==> src/rtl/trig_pkg.sv <==
// Shared definitions for the multi-channel trigger unit.
//   CFG_W        width of one channel's configuration field
//   CFG_*        bit positions inside a channel configuration field
//   trig_state_t trigger sequencer states
package trig_pkg;

    localparam int CFG_W    = 5;
    localparam int CFG_DC   = 0;  // always satisfied
    localparam int CFG_LOW  = 1;  // low level  (Lff5 == 1)
    localparam int CFG_HIGH = 2;  // high level (Hff5 == 1)
    localparam int CFG_NEG  = 3;  // Lff5 rising (signal crossed below low threshold)
    localparam int CFG_POS  = 4;  // Hff5 rising (signal crossed above high threshold)

    typedef enum logic [1:0] {
        IDLE    = 2'd0,
        HOLDOFF = 2'd1,
        WAIT    = 2'd2,
        TRIG    = 2'd3
    } trig_state_t;

endpackage

==> src/rtl/trig_chan.sv <==
// One trigger channel: edge detection, sticky edge latches and qualification.
// Ports:
//   clk, rst_n  clock / async active-low reset
//   inWait      sequencer is in WAIT; edges are only detected and latched there
//   cfg         this channel's 5-bit configuration
//   chH, chL    synchronised comparator outputs (above high / below low)
//   enabled     channel has any configuration bit set
//   satisfied   channel condition currently met (includes edge seen this cycle)
module trig_chan
    import trig_pkg::*;
(
    input  logic             clk,
    input  logic             rst_n,
    input  logic             inWait,
    input  logic [CFG_W-1:0] cfg,
    input  logic             chH,
    input  logic             chL,
    output logic             enabled,
    output logic             satisfied
);

    logic prevH;
    logic prevL;
    logic posLatch;
    logic negLatch;
    logic posEdge;
    logic negEdge;

    // Previous-sample flops run in every state so the first WAIT cycle sees
    // a valid history; a level that was already high before WAIT is no edge.
    always_ff @(posedge clk or negedge rst_n) begin
        if (!rst_n) begin
            prevH <= 1'b0;
            prevL <= 1'b0;
        end else begin
            prevH <= chH;
            prevL <= chL;
        end
    end

    assign posEdge = inWait & chH & ~prevH;
    assign negEdge = inWait & chL & ~prevL;

    // Edges are remembered for the rest of WAIT so an AND combine can pair an
    // earlier edge with a later level; leaving WAIT wipes them.
    always_ff @(posedge clk or negedge rst_n) begin
        if (!rst_n) begin
            posLatch <= 1'b0;
            negLatch <= 1'b0;
        end else if (!inWait) begin
            posLatch <= 1'b0;
            negLatch <= 1'b0;
        end else begin
            if (posEdge) posLatch <= 1'b1;
            if (negEdge) negLatch <= 1'b1;
        end
    end

    assign enabled   = |cfg;
    assign satisfied = enabled & ( cfg[CFG_DC]
                                 | (cfg[CFG_LOW]  & chL)
                                 | (cfg[CFG_HIGH] & chH)
                                 | (cfg[CFG_NEG]  & (negEdge | negLatch))
                                 | (cfg[CFG_POS]  & (posEdge | posLatch)) );

endmodule

==> src/rtl/multi_chan_trigger.sv <==
// N-channel trigger unit: per-channel qualification, AND/OR combine, post-arm
// holdoff, software force and a sticky registered trigger flag.
// Ports:
//   clk, rst_n   clock / async active-low reset
//   armed        capture controller armed; low returns everything to IDLE
//   CHxHff5      per-channel above-high-threshold flags (synchronised)
//   CHxLff5      per-channel below-low-threshold flags (synchronised)
//   trig_cfg     5 config bits per channel, channel k at [5k+4:5k]
//   comb_mode    0 = AND of enabled channels, 1 = OR
//   holdoff      cycles to ignore conditions after arming
//   trig_force   software trigger (HOLDOFF or WAIT)
//   triggered    sticky trigger flag
//   trig_pulse   one-cycle strobe when triggered sets
//   trig_src     satisfied-channel snapshot at the trigger
module multi_chan_trigger
    import trig_pkg::*;
#(
    parameter int NUM_CH    = 5,
    parameter int HOLDOFF_W = 16
) (
    input  logic                    clk,
    input  logic                    rst_n,
    input  logic                    armed,
    input  logic [NUM_CH-1:0]       CHxHff5,
    input  logic [NUM_CH-1:0]       CHxLff5,
    input  logic [CFG_W*NUM_CH-1:0] trig_cfg,
    input  logic                    comb_mode,
    input  logic [HOLDOFF_W-1:0]    holdoff,
    input  logic                    trig_force,
    output logic                    triggered,
    output logic                    trig_pulse,
    output logic [NUM_CH-1:0]       trig_src
);

    trig_state_t           stateReg, stateNext;
    logic [HOLDOFF_W-1:0]  counterReg, counterNext;
    logic                  triggeredReg, triggeredNext;
    logic                  pulseReg, pulseNext;
    logic [NUM_CH-1:0]     srcReg, srcNext;

    logic [NUM_CH-1:0]     enVec;
    logic [NUM_CH-1:0]     satVec;
    logic                  inWait;
    logic                  combHit;

    assign inWait = (stateReg == WAIT);

    genvar gi;
    generate
        for (gi = 0; gi < NUM_CH; gi++) begin : g_chan
            trig_chan u_chan (
                .clk       (clk),
                .rst_n     (rst_n),
                .inWait    (inWait),
                .cfg       (trig_cfg[gi*CFG_W +: CFG_W]),
                .chH       (CHxHff5[gi]),
                .chL       (CHxLff5[gi]),
                .enabled   (enVec[gi]),
                .satisfied (satVec[gi])
            );
        end
    endgenerate

    // AND needs at least one enabled channel, otherwise an all-disabled
    // configuration would trivially satisfy it.
    always_comb begin
        if (comb_mode) combHit = |satVec;
        else           combHit = (|enVec) & (&(satVec | ~enVec));
    end

    always_ff @(posedge clk or negedge rst_n) begin
        if (!rst_n) begin
            stateReg     <= IDLE;
            counterReg   <= '0;
            triggeredReg <= 1'b0;
            pulseReg     <= 1'b0;
            srcReg       <= '0;
        end else begin
            stateReg     <= stateNext;
            counterReg   <= counterNext;
            triggeredReg <= triggeredNext;
            pulseReg     <= pulseNext;
            srcReg       <= srcNext;
        end
    end

    always_comb begin
        stateNext     = stateReg;
        counterNext   = counterReg;
        triggeredNext = triggeredReg;
        pulseNext     = 1'b0;
        srcNext       = srcReg;

        if (!armed) begin
            // Disarm wins over anything else happening this cycle.
            stateNext     = IDLE;
            counterNext   = '0;
            triggeredNext = 1'b0;
            srcNext       = '0;
        end else begin
            unique case (stateReg)
                IDLE: begin
                    if (holdoff == '0) begin
                        stateNext = WAIT;
                    end else begin
                        stateNext   = HOLDOFF;
                        counterNext = holdoff;
                    end
                end
                HOLDOFF: begin
                    // Channel conditions are ignored here, so a forced
                    // trigger reports no source channels.
                    if (trig_force) begin
                        stateNext     = TRIG;
                        counterNext   = '0;
                        triggeredNext = 1'b1;
                        pulseNext     = 1'b1;
                        srcNext       = '0;
                    end else if (counterReg <= HOLDOFF_W'(1)) begin
                        stateNext   = WAIT;
                        counterNext = '0;
                    end else begin
                        counterNext = counterReg - HOLDOFF_W'(1);
                    end
                end
                WAIT: begin
                    if (combHit || trig_force) begin
                        stateNext     = TRIG;
                        triggeredNext = 1'b1;
                        pulseNext     = 1'b1;
                        srcNext       = satVec;
                    end
                end
                TRIG: begin
                    stateNext = TRIG;
                end
                default: stateNext = IDLE;
            endcase
        end
    end

    assign triggered  = triggeredReg;
    assign trig_pulse = pulseReg;
    assign trig_src   = srcReg;

endmodule

==> config.mk <==
export PLATFORM = sky130hd
export DESIGN_NAME = multi_chan_trigger
export DESIGN_NICKNAME = d
export VERILOG_FILES = /design/src/rtl/trig_pkg.sv /design/src/rtl/trig_chan.sv /design/src/rtl/multi_chan_trigger.sv
export SDC_FILE = /design/constraint.sdc
export NUM_CORES = 1
export LEC_CHECK = 0
export CELL_PAD_IN_SITES_DETAIL_PLACEMENT = 0
export CELL_PAD_IN_SITES_GLOBAL_PLACEMENT = 2
export CORE_MARGIN = 1.5
export CORE_UTILIZATION = 30
export DETAILED_ROUTE_END_ITERATION = 10
export PLACE_DENSITY_LB_ADDON = 0.08
export SYNTH_ARGS = -nofsm -noshare
export SYNTH_HDL_FRONTEND = slang
export SYNTH_SLANG_ARGS = --single-unit
export TNS_END_PERCENT = 10
==> constraint.sdc <==
create_clock -name clk -period 3 [get_ports clk]
set_input_delay 0.6 -clock clk [delete_from_list [all_inputs] [get_ports clk]]
set_output_delay 0.6 -clock clk [all_outputs]
set_load 0.1 [all_outputs]
# Word-level counts from Yosys, hierarchy flattened
# Index checks and enable logic that the tools add are counted.
# word_totals
reg_bits	45
input_bits	56
wordCells	192
# op_classes
n_eq_ne	19
reduce_logical	14
bitwise	88
n_mux	44
add_sub_neg	1
magnitude_cmp	1
# op_table
op	n
$mux 16	4
$and 1x1->1	46
$pmux 16 s2	1
$or 1x1->1	30
$reduce_or 5->1	6
$mux 1	27
$reduce_or 25->1	1
$le 16x1->1 const B	1
$logic_not 16->1	1
$ne 2x1->1 const B	8
$sub 16x1->16 const B	1
$mux 5	3
$mux 2	5
$not 1->1	10
$pmux 5 s2	1
$ne 3x3->1 const B	3
$pmux 2 s4	1
$ne 3x1->1 const B	2
$not 5->5	1
$or 5x5->5	1
$reduce_and 5->1	1
$eq 2x2->1 const B	2
$ne 2x2->1 const B	2
$ne 4x4->1 const B	1
other kinds (6)	8

# Longest topological paths before layout
# depth
ltp_word	16
mapped_depth	11

# Cells and area by module
# A second synthesis with hierarchy kept.
# hier_totals
cells_unflattened	304
area_unflattened_um2	2720.1
# by_module_without_submodules
mod	n_inst	cells_per_inst	area_each_um2
multi_chan_trigger	1	219	1825.5
trig_chan	5	17	178.9

# Worst setup path after synthesis
# No wires, ideal clock.
# synth_path
path_type	register to register
start	register stateReg[0]
end	register triggeredReg, in the netlist triggered
period_less_slack_ns	2.113
path_slack_ns	0.887
t_arrival_ns	1.993
stages_incl_launch_ff	12
path_buffers	2
cell_sequence	dfrtp_1 inv_1 ha_1 buf_6 nand4b_1 nand2_1 nor4_2 a41oi_1 a31oi_2 buf_6 nor2_2 o21a_1
# synth_via
elab_chain_len	15
elab_cells_between_ends	69
classes_between	5 x eq/ne; 3 x mux; 57 x bitwise; 4 x reduce/logical
# synth_lines
element	line	source
start: declaration	multi_chan_trigger.sv:35	trig_state_t stateReg, stateNext;
start signal: assignment	multi_chan_trigger.sv:79	stateReg <= stateNext;
$eq 2x2->1 *	multi_chan_trigger.sv:46	assign inWait = (stateReg == WAIT);
net g_chan[0].u_chan.inWait	trig_chan.sv:14	input logic inWait,
$and 1x1->1 (2 in series)	trig_chan.sv:42	assign negEdge = inWait & chL & ~prevL;
$or 1x1->1	trig_chan.sv:63	| (cfg[CFG_NEG] & (negEdge | negLatch))
$and 1x1->1	trig_chan.sv:63	
$or 1x1->1	trig_chan.sv:63	
$or 1x1->1	trig_chan.sv:64	| (cfg[CFG_POS] & (posEdge | posLatch)) );
$and 1x1->1	trig_chan.sv:60	assign satisfied = enabled & ( cfg[CFG_DC]
$or 5x5->5	multi_chan_trigger.sv:68	else combHit = (|enVec) & (&(satVec | ~enVec));
$reduce_and 5->1	multi_chan_trigger.sv:68	
$and 1x1->1	multi_chan_trigger.sv:68	
$mux 1	multi_chan_trigger.sv:67	if (comb_mode) combHit = |satVec;
$logic_or 1x1->1	multi_chan_trigger.sv:127	if (combHit || trig_force) begin
$ne 3x3->1 (no line)	-	
$reduce_and 3->1 (no line)	-	
end signal: assignment	multi_chan_trigger.sv:81	triggeredReg <= triggeredNext;
end: declaration	multi_chan_trigger.sv:37	logic triggeredReg, triggeredNext;
# Mark *: on every way through the listed nets, which the timed path passes. The rest lies on a longest branch.
# A chain may end at the register's enable or synchronous reset.

# Worst setup path after layout
# layout_path
start	register stateReg[0]
end	register srcReg[1], in the netlist trig_src[1]
# layout_via
elab_chain_len	15
elab_cells_between_ends	70
classes_between	5 x eq/ne; 4 x mux; 57 x bitwise; 4 x reduce/logical
# layout_lines
element	line	source
$eq 2x2->1 *	multi_chan_trigger.sv:46	
net g_chan[0].u_chan.inWait	trig_chan.sv:14	
$and 1x1->1 (2 in series)	trig_chan.sv:42	
$or 1x1->1	trig_chan.sv:63	
$and 1x1->1	trig_chan.sv:63	
$or 1x1->1	trig_chan.sv:63	
$or 1x1->1	trig_chan.sv:64	
$and 1x1->1	trig_chan.sv:60	
$or 5x5->5	multi_chan_trigger.sv:68	
$reduce_and 5->1	multi_chan_trigger.sv:68	
$and 1x1->1	multi_chan_trigger.sv:68	
$mux 1	multi_chan_trigger.sv:67	
$logic_or 1x1->1	multi_chan_trigger.sv:127	
$ne 3x3->1 (no line)	-	
$reduce_and 3->1 (no line)	-	
end signal: assignment	multi_chan_trigger.sv:83	srcReg <= srcNext;
end: declaration	multi_chan_trigger.sv:39	logic [NUM_CH-1:0] srcReg, srcNext;
# Mark *: on every way through the listed nets, which the timed path passes. The rest lies on a longest branch. The select of a mux whose other input is x is not followed.

==> results.py <==
metrics = {
    "run_status": {
        "status": "finished, final reports clean",
    },
    "routing": {
        "wirelength_mm": 7.899,
        "drt_iter0_markers": 78,
        "postRouteAntennaNets": 0,
        "route.detailed.drc": 0,
        "vias": 2452,
        "first_pass_iters": 4,
        "via_per_inst": 5.151,
        "wl_per_cell_um": 16.59,
    },
    "floorplan": {
        "fp.coreArea_um2": 8678,
        "initial_core_util_pct": 30.81,
        "rows": 34,
        "ios": 63,
        "die_h_um": 97.41,
        "die-area_um2": 9488,
        "die_w_um": 97.41,
    },
    "setup_path": {
        "cp_slowest_cell": "dfrtp_1",
        "critPathRequiredTime_ns": 3.25,
        "crit_top_cell": "nand3_1",
        "path_class": "reg2reg",
        "crit_chain": "inv_1 -> ha_1 -> buf_4 -> nand4b_1 -> nand3_1 -> nor2_1 -> a22oi_1 -> a31oi_2 -> buf_12 -> or3b_1 -> nand3_1",
        "critPathMaxFanout": 13,
        "path_delay_family": "simple AND/OR/NAND/NOR gates",
        "slowest_delay_ns": 0.44,
        "cp.arrival_ns": 2.82,
        "cp.buffers_inverters": 3,
        "critPathLaunchType": "flip-flop",
        "worstSetupEndpointType": "flip-flop",
    },
    "final_layout": {
        "layout.nets": 429,
        "diodes": 0,
        "drive_gt1_share_pct": 13.59,
        "fillCellCount": 906,
        "final_common_cell": "clkdlybuf4s50_1",
        "final_cell_mix": "clkdlybuf4s50_1 (54), dfrtp_1 (45), nor2_1 (31)",
        "utilization_pct": 40.87,
        "syn2layout_area_growth_pct": 32.66,
    },
    "clock_tree": {
        "cts_tree": "yes",
        "cts_sinks": 45,
        "cts_setup_buffers": 0,
        "h-tree-depth": 2,
        "cts-buffers-inserted": 5,
        "cts_resized": 0,
        "path_clk_slew_ns": 0.09,
        "insertion_delay_ns": 0.30,
        "clockRootBuffer": "clkbuf_8",
        "cts_hold_buf": 0,
        "clockBufferDepth": 2,
    },
    "global_routing": {
        "grt_max_degree": 27,
        "grt_overflow_total": 0,
        "grt_pass1_vias": 2496,
        "antenna_found_initial": 0,
        "grt_pass1_wl_mm": 13.07,
        "track_usage_pct": 17.23,
    },
    "timing": {
        "fmax_ghz": 0.3891,
        "hold_violations": 0,
        "finalSetupTns_ns": 0,
        "tightest_slew_ns": 0.5220,
        "finalCritPeriodShare_pct": 85.67,
        "slew_violations": 0,
        "setup_violations": 0,
        "maxSlewHeadroom_pct": 64.88,
        "worst_clock_skew_ns": 0.005728,
        "rsz0062_at_grt": "false",
        "fin_crit_ns": 2.570,
    },
    "logic_synthesis": {
        "yosys_warnings": 0,
        "syn_avg_cell_area_um2": 9.095,
        "syn_nets": 356,
        "synth_ff_type": "dfrtp_1",
        "synth.cell_area_um2": 2674,
        "netlist_instances": 294,
        "synth_seq_cells": 45,
        "ys_seq_area_share_pct": 42.12,
        "ys_types": 57,
        "async_flop_share_pct": 100.0,
        "synth-edff-count": 0,
    },
    "power": {
        "p_per_area_nw_per_um2": 696.1,
        "vdd_drop_max_uv": 239.4,
        "p_leak_nw": 1.505,
    },
    "place": {
        "gp_congestion": 0.7282,
        "dp_hpwl_mm": 5.968,
        "port_buffers": 62,
    },
    "run": {
        "drv_cap": 0,
    },
    "min_path": {
        "hp-class": "in2async",
    },
}
==> sequential cells by signal (all words and copies together), names as in the netlist <==
name,flops
counterReg,16
g_chan.u_chan.negLatch,5
g_chan.u_chan.posLatch,5
g_chan.u_chan.prevH,5
g_chan.u_chan.prevL,5
stateReg,2
trig_pulse,1
trig_src,5
triggered,1
==> kinds of logic (layout without fill, tap and decap cells) <==
group                    after synthesis  after routing  share of synthesized area (%)
AO/OA/AOI/OAI                         85             85                          22.42
buffers and inverters                 28            102                          4.819
XOR/XNOR                               6              6                          1.965
adder cells (fa/ha/maj)                6              6                          2.808
multiplexers                           2              2                         0.7487
flip-flops                            45             45                          42.12
AND/OR/NAND/NOR                      122            122                          25.13
==> synth_stat cells (3+ instances only) <==
master / n / share of area (%)
a21oi_1: 17 / 3.2
nand2_1: 28 / 3.9
nor2_1: 31 / 4.4
o211ai_1: 4 / 1.1
nand3_1: 15 / 2.8
xor2_1: 6 / 2.0
dfrtp_1: 45 / 42
nand4b_1: 7 / 2.3
a32oi_1: 3 / 0.98
nor4_1: 9 / 2.1
ha_1: 6 / 2.8
clkbuf_1: 4 / 0.56
inv_1: 18 / 2.5
o21ai_0: 22 / 4.1
o21ai_1: 6 / 1.1
a22oi_1: 8 / 2.2
nor3_1: 9 / 1.7
a221oi_2: 3 / 1.7
==> final cells by class <==
cell class              count  area (um2)  area share [%]
well taps                 108       135.1           3.810
multi-input cells         221        1419           40.00
repair buffers             75       708.2           19.96
clock inverters             2       15.01          0.4233
flip-flops and latches     45        1126           31.75
inverters                  19       71.32           2.011
clock buffers               6       72.57           2.046
==> final timing paths <==
kind                                                             from                                     to  slack (ns)  cells past startpoint
max in group asynchronous                                       rst_n       g_chan[1].u_chan.prevL$_DFF_PN0_        2.42                      2
worst max-delay path                          stateReg[0]$_DFFE_PN0P_                trig_src[1]$_DFFE_PN0P_        0.43                     11
worst min register to register  g_chan[0].u_chan.negLatch$_DFFE_PN0P_  g_chan[0].u_chan.negLatch$_DFFE_PN0P_        0.50                      2
worst min-delay path                                            rst_n                trig_src[4]$_DFFE_PN0P_        0.26                      2
worst max register to register                stateReg[0]$_DFFE_PN0P_                trig_src[1]$_DFFE_PN0P_        0.43                     11
min in group clk                g_chan[0].u_chan.negLatch$_DFFE_PN0P_  g_chan[0].u_chan.negLatch$_DFFE_PN0P_        0.50                      2
==> worst register-to-register path: stages (launching register included) <==
cell      delay, ns
dfrtp_1        0.44
inv_1          0.10
ha_1           0.41
buf_4          0.25
nand4b_1       0.11
nand3_1        0.16
nor2_1         0.07
a22oi_1        0.21
a31oi_2        0.15
buf_12         0.18
or3b_1         0.34
nand3_1        0.08
==> where the power goes <==
group          total (mW)  switching, mW  internal (mW)  leakage [nW]
logic                1.20          0.738          0.465         0.880
registers           0.869          0.136          0.733         0.587
clock network       0.397          0.233          0.165        0.0374
total                2.47           1.11           1.36          1.50
==> metal layers <==
| metal | track usage, % | up-vias | share of wire, % |
|---|---|---|---|
| li1 | - | 1222 | - |
| met1 | 24.61 | 1166 | 50 |
| met2 | 26.34 | 57 | 43 |
| met3 | 3.741 | 7 | 5.1 |
| met4 | 4.615 | 0 | 1.1 |
| met5 | 0 | - | 0 |
==> through the flow <==
stage          area [um2]  hold slack, ns  power [mW]  cells  worst slack [ns]
6_report             3547          0.2622       2.469    476            0.4299
3_5_place_dp         3460          0.4870       2.096    468            0.2284
3_3_place_gp         3460          0.4759       2.089    468            0.2672
2_1_floorplan        2674          0.3044       1.674    294            0.8867
5_1_grt              3547          0.2796       2.653    476            0.2365
4_1_cts              3547          0.2591       2.504    476            0.3924
No activity file was read; power rests on OpenSTA's default activity.
